<file path="src/rtl/rob_wb_arbiter.sv">
// Writeback collector: per-channel result FIFOs feeding NUM_PORTS ROB completion ports.
// Mispredict/exception heads win over normal heads; normal heads share ports round-robin.
module rob_wb_arbiter #(
    parameter int NUM_CH      = 4,
    parameter int NUM_PORTS   = 2,
    parameter int DEPTH       = 4,
    parameter int ROB_ENTRIES = 32,
    parameter int DATA_W      = 32,
    localparam int IDX_W      = $clog2(ROB_ENTRIES)
) (
    input  logic                        clk,
    input  logic                        rst_n,
    input  logic                        flush_i,
    input  logic [NUM_CH-1:0]           ch_valid_i,
    output logic [NUM_CH-1:0]           ch_ready_o,
    input  logic [NUM_CH*IDX_W-1:0]     ch_idx_i,
    input  logic [NUM_CH*DATA_W-1:0]    ch_val_i,
    input  logic [NUM_CH-1:0]           ch_mispred_i,
    input  logic [NUM_CH-1:0]           ch_exc_i,
    output logic [NUM_PORTS-1:0]        wb_valid_o,
    output logic [NUM_PORTS*IDX_W-1:0]  wb_idx_o,
    output logic [NUM_PORTS*DATA_W-1:0] wb_val_o,
    output logic [NUM_PORTS-1:0]        wb_mispred_o,
    output logic [NUM_PORTS-1:0]        wb_exc_o
);

    localparam int PTR_W = $clog2(DEPTH);
    localparam int CNT_W = PTR_W + 1;
    localparam int RR_W  = (NUM_CH > 1) ? $clog2(NUM_CH) : 1;

    typedef struct packed {
        logic [IDX_W-1:0]  idx;
        logic [DATA_W-1:0] val;
        logic              mispred;
        logic              exc;
    } entry_t;

    entry_t           mem_q    [NUM_CH][DEPTH];
    entry_t           mem_d    [NUM_CH][DEPTH];
    logic [PTR_W-1:0] wr_ptr_q [NUM_CH];
    logic [PTR_W-1:0] wr_ptr_d [NUM_CH];
    logic [PTR_W-1:0] rd_ptr_q [NUM_CH];
    logic [PTR_W-1:0] rd_ptr_d [NUM_CH];
    logic [CNT_W-1:0] cnt_q    [NUM_CH];
    logic [CNT_W-1:0] cnt_d    [NUM_CH];
    logic [RR_W-1:0]  rr_q;
    logic [RR_W-1:0]  rr_d;

    entry_t            head       [NUM_CH];
    logic [NUM_CH-1:0] head_valid;
    logic [NUM_CH-1:0] head_pri;
    logic [NUM_CH-1:0] push;
    logic [NUM_CH-1:0] pop;

    always_comb begin
        head_valid = '0;
        head_pri   = '0;
        ch_ready_o = '0;
        push       = '0;
        for (int unsigned c = 0; c < NUM_CH; c++) begin
            head[c]       = mem_q[c][rd_ptr_q[c]];
            head_valid[c] = (cnt_q[c] != '0);
            head_pri[c]   = head_valid[c] & (head[c].mispred | head[c].exc);
            // Ready ignores a same-cycle pop so the channel sees no comb path from the arbiter.
            ch_ready_o[c] = (cnt_q[c] < CNT_W'(DEPTH)) & ~flush_i;
            push[c]       = ch_valid_i[c] & ch_ready_o[c];
        end
    end

    // Each port takes the first untaken head in (class A, then class B) x rotated channel order.
    always_comb begin
        logic [NUM_CH-1:0] taken;
        logic [RR_W-1:0]   ch;
        logic [RR_W-1:0]   sel;
        logic [RR_W-1:0]   last_b;
        logic              found;
        logic              any_b;

        taken        = '0;
        ch           = '0;
        sel          = '0;
        last_b       = '0;
        found        = 1'b0;
        any_b        = 1'b0;
        pop          = '0;
        wb_valid_o   = '0;
        wb_idx_o     = '0;
        wb_val_o     = '0;
        wb_mispred_o = '0;
        wb_exc_o     = '0;
        rr_d         = rr_q;

        if (flush_i) begin
            rr_d = '0;
        end else begin
            for (int unsigned p = 0; p < NUM_PORTS; p++) begin
                found = 1'b0;
                sel   = '0;
                for (int unsigned cls = 0; cls < 2; cls++) begin
                    for (int unsigned i = 0; i < NUM_CH; i++) begin
                        ch = RR_W'((32'(rr_q) + i) % NUM_CH);
                        if (!found && head_valid[ch] && !taken[ch] &&
                            (head_pri[ch] == (cls == 0))) begin
                            found = 1'b1;
                            sel   = ch;
                        end
                    end
                end
                if (found) begin
                    taken[sel]                     = 1'b1;
                    pop[sel]                       = 1'b1;
                    wb_valid_o[p]                  = 1'b1;
                    wb_idx_o[p*IDX_W +: IDX_W]     = head[sel].idx;
                    wb_val_o[p*DATA_W +: DATA_W]   = head[sel].val;
                    wb_mispred_o[p]                = head[sel].mispred;
                    wb_exc_o[p]                    = head[sel].exc;
                    if (!head_pri[sel]) begin
                        any_b  = 1'b1;
                        last_b = sel;
                    end
                end
            end
            if (any_b) begin
                rr_d = RR_W'((32'(last_b) + 1) % NUM_CH);
            end
        end
    end

    always_comb begin
        mem_d    = mem_q;
        wr_ptr_d = wr_ptr_q;
        rd_ptr_d = rd_ptr_q;
        cnt_d    = cnt_q;
        for (int unsigned c = 0; c < NUM_CH; c++) begin
            if (flush_i) begin
                wr_ptr_d[c] = '0;
                rd_ptr_d[c] = '0;
                cnt_d[c]    = '0;
            end else begin
                if (push[c]) begin
                    mem_d[c][wr_ptr_q[c]].idx     = ch_idx_i[c*IDX_W +: IDX_W];
                    mem_d[c][wr_ptr_q[c]].val     = ch_val_i[c*DATA_W +: DATA_W];
                    mem_d[c][wr_ptr_q[c]].mispred = ch_mispred_i[c];
                    mem_d[c][wr_ptr_q[c]].exc     = ch_exc_i[c];
                    wr_ptr_d[c] = wr_ptr_q[c] + 1'b1;
                end
                if (pop[c]) begin
                    rd_ptr_d[c] = rd_ptr_q[c] + 1'b1;
                end
                case ({push[c], pop[c]})
                    2'b10:   cnt_d[c] = cnt_q[c] + 1'b1;
                    2'b01:   cnt_d[c] = cnt_q[c] - 1'b1;
                    default: cnt_d[c] = cnt_q[c];
                endcase
            end
        end
    end

    always_ff @(posedge clk or negedge rst_n) begin
        if (!rst_n) begin
            for (int unsigned c = 0; c < NUM_CH; c++) begin
                for (int unsigned d = 0; d < DEPTH; d++) begin
                    mem_q[c][d] <= '0;
                end
                wr_ptr_q[c] <= '0;
                rd_ptr_q[c] <= '0;
                cnt_q[c]    <= '0;
            end
            rr_q <= '0;
        end else begin
            for (int unsigned c = 0; c < NUM_CH; c++) begin
                for (int unsigned d = 0; d < DEPTH; d++) begin
                    mem_q[c][d] <= mem_d[c][d];
                end
                wr_ptr_q[c] <= wr_ptr_d[c];
                rd_ptr_q[c] <= rd_ptr_d[c];
                cnt_q[c]    <= cnt_d[c];
            end
            rr_q <= rr_d;
        end
    end

endmodule

</file>
<file path="config.mk">
export PLATFORM = sky130hd
export DESIGN_NAME = rob_wb_arbiter
export DESIGN_NICKNAME = d
export VERILOG_FILES = /design/src/rtl/rob_wb_arbiter.sv
export SDC_FILE = /design/constraint.sdc
export NUM_CORES = 1
export LEC_CHECK = 0
export CORE_MARGIN = 2
export CORE_UTILIZATION = 45
export CTS_CLUSTER_SIZE = 14
export DETAILED_ROUTE_END_ITERATION = 10
export GPL_TIMING_DRIVEN = 0
export PLACE_DENSITY = 0.61
export SLEW_MARGIN = 20
export SYNTH_ARGS = -nofsm -noshare
export SYNTH_HDL_FRONTEND = slang
export SYNTH_SLANG_ARGS = --single-unit
</file>
<file path="constraint.sdc">
create_clock -name clk -period 8.5 [get_ports clk]
set_input_delay 2.125 -clock clk [delete_from_list [all_inputs] [get_ports clk]]
set_output_delay 2.125 -clock clk [all_outputs]
set_load 0.05 [all_outputs]
</file>
### After elaboration in Yosys (flattened, before gate mapping)

Cells that the tools add are included.

| storage, ports and cells | value |
|---|---|
| bits in registers | 654 |
| input port bits | 163 |
| logic and storage cells | 469 |

| operators by class | value |
|---|---|
| reductions and logical operators | 95 |
| add/subtract/negate cells | 20 |
| bitwise operators | 32 |
| equal/unequal tests | 8 |
| magnitude comparators | 26 |
| multiplexer cells | 211 |

Operator list:

| kind | count |
|---|---|
| 156-bit bitwise mux | 16 |
| 39-bit demux with 2-bit select | 16 |
| 39-bit two-way mux | 16 |
| 39-bit binary-select mux with 2-bit select | 6 |
| 34-bit two-way mux | 4 |
| 2-bit two-way mux | 48 |
| 1-bit two-way mux | 67 |
| 32-bit two-way mux | 2 |
| 64-bit two-way mux | 1 |
| 1-bit logical AND | 52 |
| 1-bit binary-select mux with 2-bit select | 18 |
| 3-bit greater-or-equal comparator (second input constant) | 10 |
| 2-bit inverter with 3-bit output | 10 |
| 3-bit one-hot mux with 2 select lines | 4 |
| 3-bit nonzero test | 8 |
| 1-bit logical NOT | 22 |
| 2-bit by 1-bit adder with 2-bit output (second input constant) | 10 |
| 2-bit by 3-bit < comparator with 1-bit output (second input constant) | 6 |
| 2-bit nonzero test | 9 |
| 4-bit two-way mux | 4 |
| 3-bit by 1-bit adder with 3-bit output (second input constant) | 4 |
| 1-bit bitwise AND | 12 |
| 3-bit by 1-bit < comparator with 1-bit output (second input constant) | 4 |
| 3-bit < comparator (second input constant) | 4 |
| other kinds (13) | 39 |

### Logic depth before layout (Yosys ltp)

| depth | value |
|---|---|
| word-level depth | 118 |
| mapped depth | 19 |

### Worst setup path after synthesis

No wires, ideal clock.

| path | value |
|---|---|
| path type | register -> output |
| from | reg rd_ptr_q[0] in the netlist's numbering |
| to | out wb_idx_o[5] |
| stages on the path, launching flop included | 15 |
| slack | 1.272 ns |
| arrival | 5.103 ns |
| required time | 6.375 ns |
| cells stage by stage | dfrtp_1 -> buf_6 -> mux4_2 -> or3_4 -> mux4_2 -> nor3_2 -> nor2_1 -> o32ai_1 -> nor2_1 -> o211a_2 -> mux2_4 -> buf_4 -> buf_4 -> mux2i_1 -> a211oi_1 |

| between the ends | value |
|---|---|
| longest elaborated chain between the ends | 114 |
| elaborated cells on any way between the ends | 152 |
| those cells by class | order compare: 2; mux: 78; bitwise: 8; reduce/logical: 64 |

Ends and longest elaborated chain:

| what | line | RTL |
|---|---|---|
| from (decl) | 42 | `logic [PTR_W-1:0] rd_ptr_q [NUM_CH];` |
| from (signal, indexed assignment) | 176 | `rd_ptr_q[c] <= rd_ptr_d[c];` |
| 2-bit inverter with 3-bit output (not written as such) * | 61 | `head[c] = mem_q[c][rd_ptr_q[c]];` |
| 39-bit binary-select mux with 2-bit select * | 61 |  |
| 39-bit two-way mux (not written as such) * (2 in a row) | 61 |  |
| 1-bit bitwise OR | 63 | `head_pri[c] = head_valid[c] & (head[c].mispred \| head[c].exc);` |
| 1-bit bitwise AND | 63 |  |
| 1-bit binary-select mux with 2-bit select | 103 | `(head_pri[ch] == (cls == 0))) begin` |
| 1-bit two-way mux (not written as such) | 103 |  |
| 1-bit logical AND | 102 | `if (!found && head_valid[ch] && !taken[ch] &&` |
| [... 94 more ...] | - |  |
| 1-bit logical AND (3 in a row) | 102 |  |
| 2-bit two-way mux | 102 |  |
| 2-bit two-way mux | 93 | `if (flush_i) begin` |
| 2-bit inverter with 3-bit output (not written as such) | 113 | `wb_idx_o[p*IDX_W +: IDX_W] = head[sel].idx;` |
| 39-bit binary-select mux with 2-bit select | 113 |  |
| 39-bit two-way mux (2 in a row) | - |  |
| 5-bit two-way mux * | 109 | `if (found) begin` |
| 10-bit two-way mux * | 93 |  |
| to (decl) | 21 | `output logic [NUM_PORTS*IDX_W-1:0] wb_idx_o,` |

Every way passes the cells marked *; elsewhere a longest branch is shown, timed or not. The select of a mux whose other input is x is not followed.

### Worst setup path in the final report

| path | value |
|---|---|
| from | reg rd_ptr_q[4] in the netlist's numbering |
| to | out wb_val_o[20] |

| between the ends | value |
|---|---|
| longest elaborated chain between the ends | 59 |
| elaborated cells on any way between the ends | 78 |
| those cells by class | mux: 41; bitwise: 8; reduce/logical: 29 |

Ends and longest elaborated chain:

| what | line | RTL |
|---|---|---|
| 2-bit inverter with 3-bit output (not written as such) * | 61 |  |
| 39-bit binary-select mux with 2-bit select * | 61 |  |
| 39-bit two-way mux (not written as such) * (2 in a row) | 61 |  |
| 1-bit bitwise OR | 63 |  |
| 1-bit bitwise AND | 63 |  |
| 1-bit binary-select mux with 2-bit select | 103 |  |
| 1-bit two-way mux (not written as such) | 103 |  |
| 1-bit logical AND | 102 |  |
| [... 39 more ...] | - |  |
| 1-bit logical AND (3 in a row) | 102 |  |
| 2-bit two-way mux | 102 |  |
| 2-bit two-way mux | 93 |  |
| 2-bit inverter with 3-bit output (not written as such) | 114 | `wb_val_o[p*DATA_W +: DATA_W] = head[sel].val;` |
| 39-bit binary-select mux with 2-bit select | 114 |  |
| 39-bit two-way mux (2 in a row) | - |  |
| 32-bit two-way mux * | 109 |  |
| 64-bit two-way mux * | 93 |  |
| to (decl) | 22 | `output logic [NUM_PORTS*DATA_W-1:0] wb_val_o,` |

Marks and branches as above.

==> summary.md <==
- **result of the run** completed
- **final routed wire length divided by cell count** 28.8 µm
- **routability congestion estimate from global placement** 0.897
- **Die Footprint** 74,500 µm²
- **CTS hold repair buffers** 0
- **commonest cells after routing, fill and taps aside** 662 x mux2_2, 654 x dfrtp_1, 204 x clkdlybuf4s50_1, 161 x mux4_2, 128 x nor2_1
- **CTS buffer count** 73
- **CTS clk-pin slew, worst paths** 0.06 ns
- **Finished Core Util** 54.7%
- **number of synthesized register bits** 654
- **type of element launching the critical path** flop
- **overflow left after global routing** 0
- **Clock Sink Count** 654
- **largest clock skew in the final design** 0.0260 ns
- **worst relative slew slack** 31.3%
- **worst slack on hold paths** 0.500 ns
- **actual slew at the worst max-slew pin** 1.03 ns
- **Avg Vias per Cell** 5.98
- **number of antenna violations at the first check in global routing** 7
- **clock latency on the worst-skew pair** 0.63 ns
- **Seq/Total Area, Yosys** 50.3%
- **GR Util All Layers** 27.7%
- **area of the core** 71,600 µm²
- **initial core utilization** 45.5%
- **Yosys cell types** 82
- **global-route wire length before repair** 150 mm
- **post-synthesis net count** 2,419
- **Avg Inst Size Synth** 14.6 µm²
- **time the final worst path needs with I/O delays and setup** 8.42 ns
- **M3 GR Usage** 6.09%
- **Synth Cell Area** 32,600 µm²
- **number of endpoints failing setup at the final stage** 0
- **number of global-route vias before repair** 22,200
- **vias after detailed routing** 21,400
- **fraction of layout cells with a size suffix above 1** 42.2%
- **antenna viol nets, final** 0
- **Final Hold Fails** 0
- **Root Buffer Master** clkbuf_16
- **Routed WL** 103 mm
- **setup ws final** 0.0797 ns
- **met2 usage** 43.2%
- **Pre-Repair DR Iteration Count** 5
- **met1 GRT Util** 38.6%
- **pin count of the biggest net entering global routing** 107
- **largest fanout on the critical path** 10
- **setup repair after global routing missed its margin** true
- **number of flops mapped to enable cells by yosys** 0
- **Gate Count Post-Synth** 2,236
- **clock tree from TritonCTS** done
- **class of the tightest hold or removal check** flop to flop
- **dominant register cell in the synthesized netlist** dfrtp_1
- **horizontal extent of the die** 273 µm
- **final routed DRC violation total** 0
- **WS Path Type** flop to output pin
- **std cell rows** 98
- **detailed-placement wirelength estimate** 77.7 mm
- **deepest level of the CTS H-tree** 3
- **period utilization** 99.1%
- **number of placed I/O pins** 247
- **die boundary height** 273 µm
- **Data arrival, critical path** 6.30 ns
- **Starting DRT DRC Count** 1,811
- **number of max-capacitance violations reported** 0
- **Yosys warning count** 0
- **post-placement worst setup slack** -0.209 ns
- **Pins Over Slew Limit** 0
- **highest achievable clock rate** 0.119 GHz
- **maximum number of buffers from clock root to sink** 3
- **commonest non-fill, non-tap cell in the layout** mux2_2
- **input/output buffers** 246
- **summed negative setup slack over all endpoints** 0 ns
- **GRT Max-Usage Layer** met2
- **post-synthesis to final-layout area growth** 20.2%
- **data required time at the worst endpoint** 6.38 ns
- **category of the worst setup path capture point** output pin
- **count of nets after finishing** 2,751
- **FFs w/ async S/R, synth** 100%
- **number of fill cells** 5,826
-- sequential cells by signal, indices dropped and copies added (netlist names) --
signal and flops:
wr_ptr_q 8, cnt_q 12, rd_ptr_q 8, rr_q 2, mem_q 624
-- cell families after synthesis --
group | Yosys count | synth area share (%)
flip-flops | 654 | 50.3
XOR/XNOR | 19 | 0.534
multiplexers | 943 | 37.9
AND/OR/NAND/NOR | 244 | 3.59
buffers and inverters | 171 | 2.34
AO/OA/AOI/OAI | 185 | 4.50
adder cells (fa/ha/maj) | 20 | 0.861
-- synth_stat cells, types with 14 or more instances --
cell type / n / share of area (%)
clkbuf_1: 104 / 1.2
ha_1: 16 / 0.61
and3_1: 20 / 0.38
mux2i_1: 82 / 2.5
a211oi_1: 78 / 1.8
dfrtp_1: 654 / 50
a21oi_1: 18 / 0.28
mux2_2: 662 / 23
mux4_2: 161 / 11
nand2_1: 20 / 0.23
inv_1: 14 / 0.16
mux2_1: 36 / 1.2
nor3_1: 18 / 0.28
nor2_1: 129 / 1.5
buf_1: 20 / 0.23
o21ai_0: 15 / 0.23
-- timing repair --
item                                    4_1_cts  5_1_grt
endpoints found under the setup margin       70       68
endpoints found under the hold margin         0        0
buffers inserted                              0        4
gates resized for setup                     120       70
-- final timing paths --
kind,start,endpoint,slack [ns],cells past startpoint
max in group asynchronous,rst_n,mem_q[450],5.30,4
worst max-delay path,rd_ptr_q[4],wb_val_o[20],0.08,12
worst max register to register,rd_ptr_q[4],cnt_q[2],3.08,18
min in group asynchronous,rst_n,mem_q[495],1.39,1
worst min register to register,mem_q[54],mem_q[54],0.50,1
worst min-delay path,mem_q[54],mem_q[54],0.50,1
-- per-layer routing --
metal	part of all wire (%)	up-vias	wire length, µm
met3	7.0	181	7180
met4	3.9	8	3960
met1	43	11400	44300
met5	0.052	-	54
met2	46	723	47400
li1	-	9060	-
-- critical path, cell delays in order (launching register included) --
cell and delay, ns:
dfrtp_1 0.35, buf_2 0.20, mux4_2 0.66, o21ai_2 0.32, o22ai_1 0.23, o21ai_0 0.37, a221oi_4 0.15, nor2_2 0.58
clkbuf_1 0.51, clkbuf_2 0.47, mux2i_1 0.14, a211oi_1 0.74, clkdlybuf4s50_1 0.95
-- cell type report --
type / count / area (µm²) / share of cell area [%]
Clock buffer: 115 / 2310 / 5.90
Antenna cell: 2 / 5.00 / 0.0128
Buffer: 157 / 726 / 1.85
Tap cell: 950 / 1190 / 3.04
Timing Repair Buffer: 257 / 2610 / 6.68
Sequential cell: 654 / 16400 / 41.8
Clock inverter: 18 / 219 / 0.559
Multi-Input combinational cell: 1411 / 15700 / 40.0
Inverter: 14 / 52.6 / 0.134
-- through the flow --
step	std cells	instance area, µm²
after floorplan	2236	32600
after CTS	3572	39100
after global routing	3577	39100
final	3578	39100
after detailed placement	3439	36400
after global placement	3432	36200
Power is not shown: default switching activity piles up to over one toggle a cycle in this logic, so the estimate is an artifact.
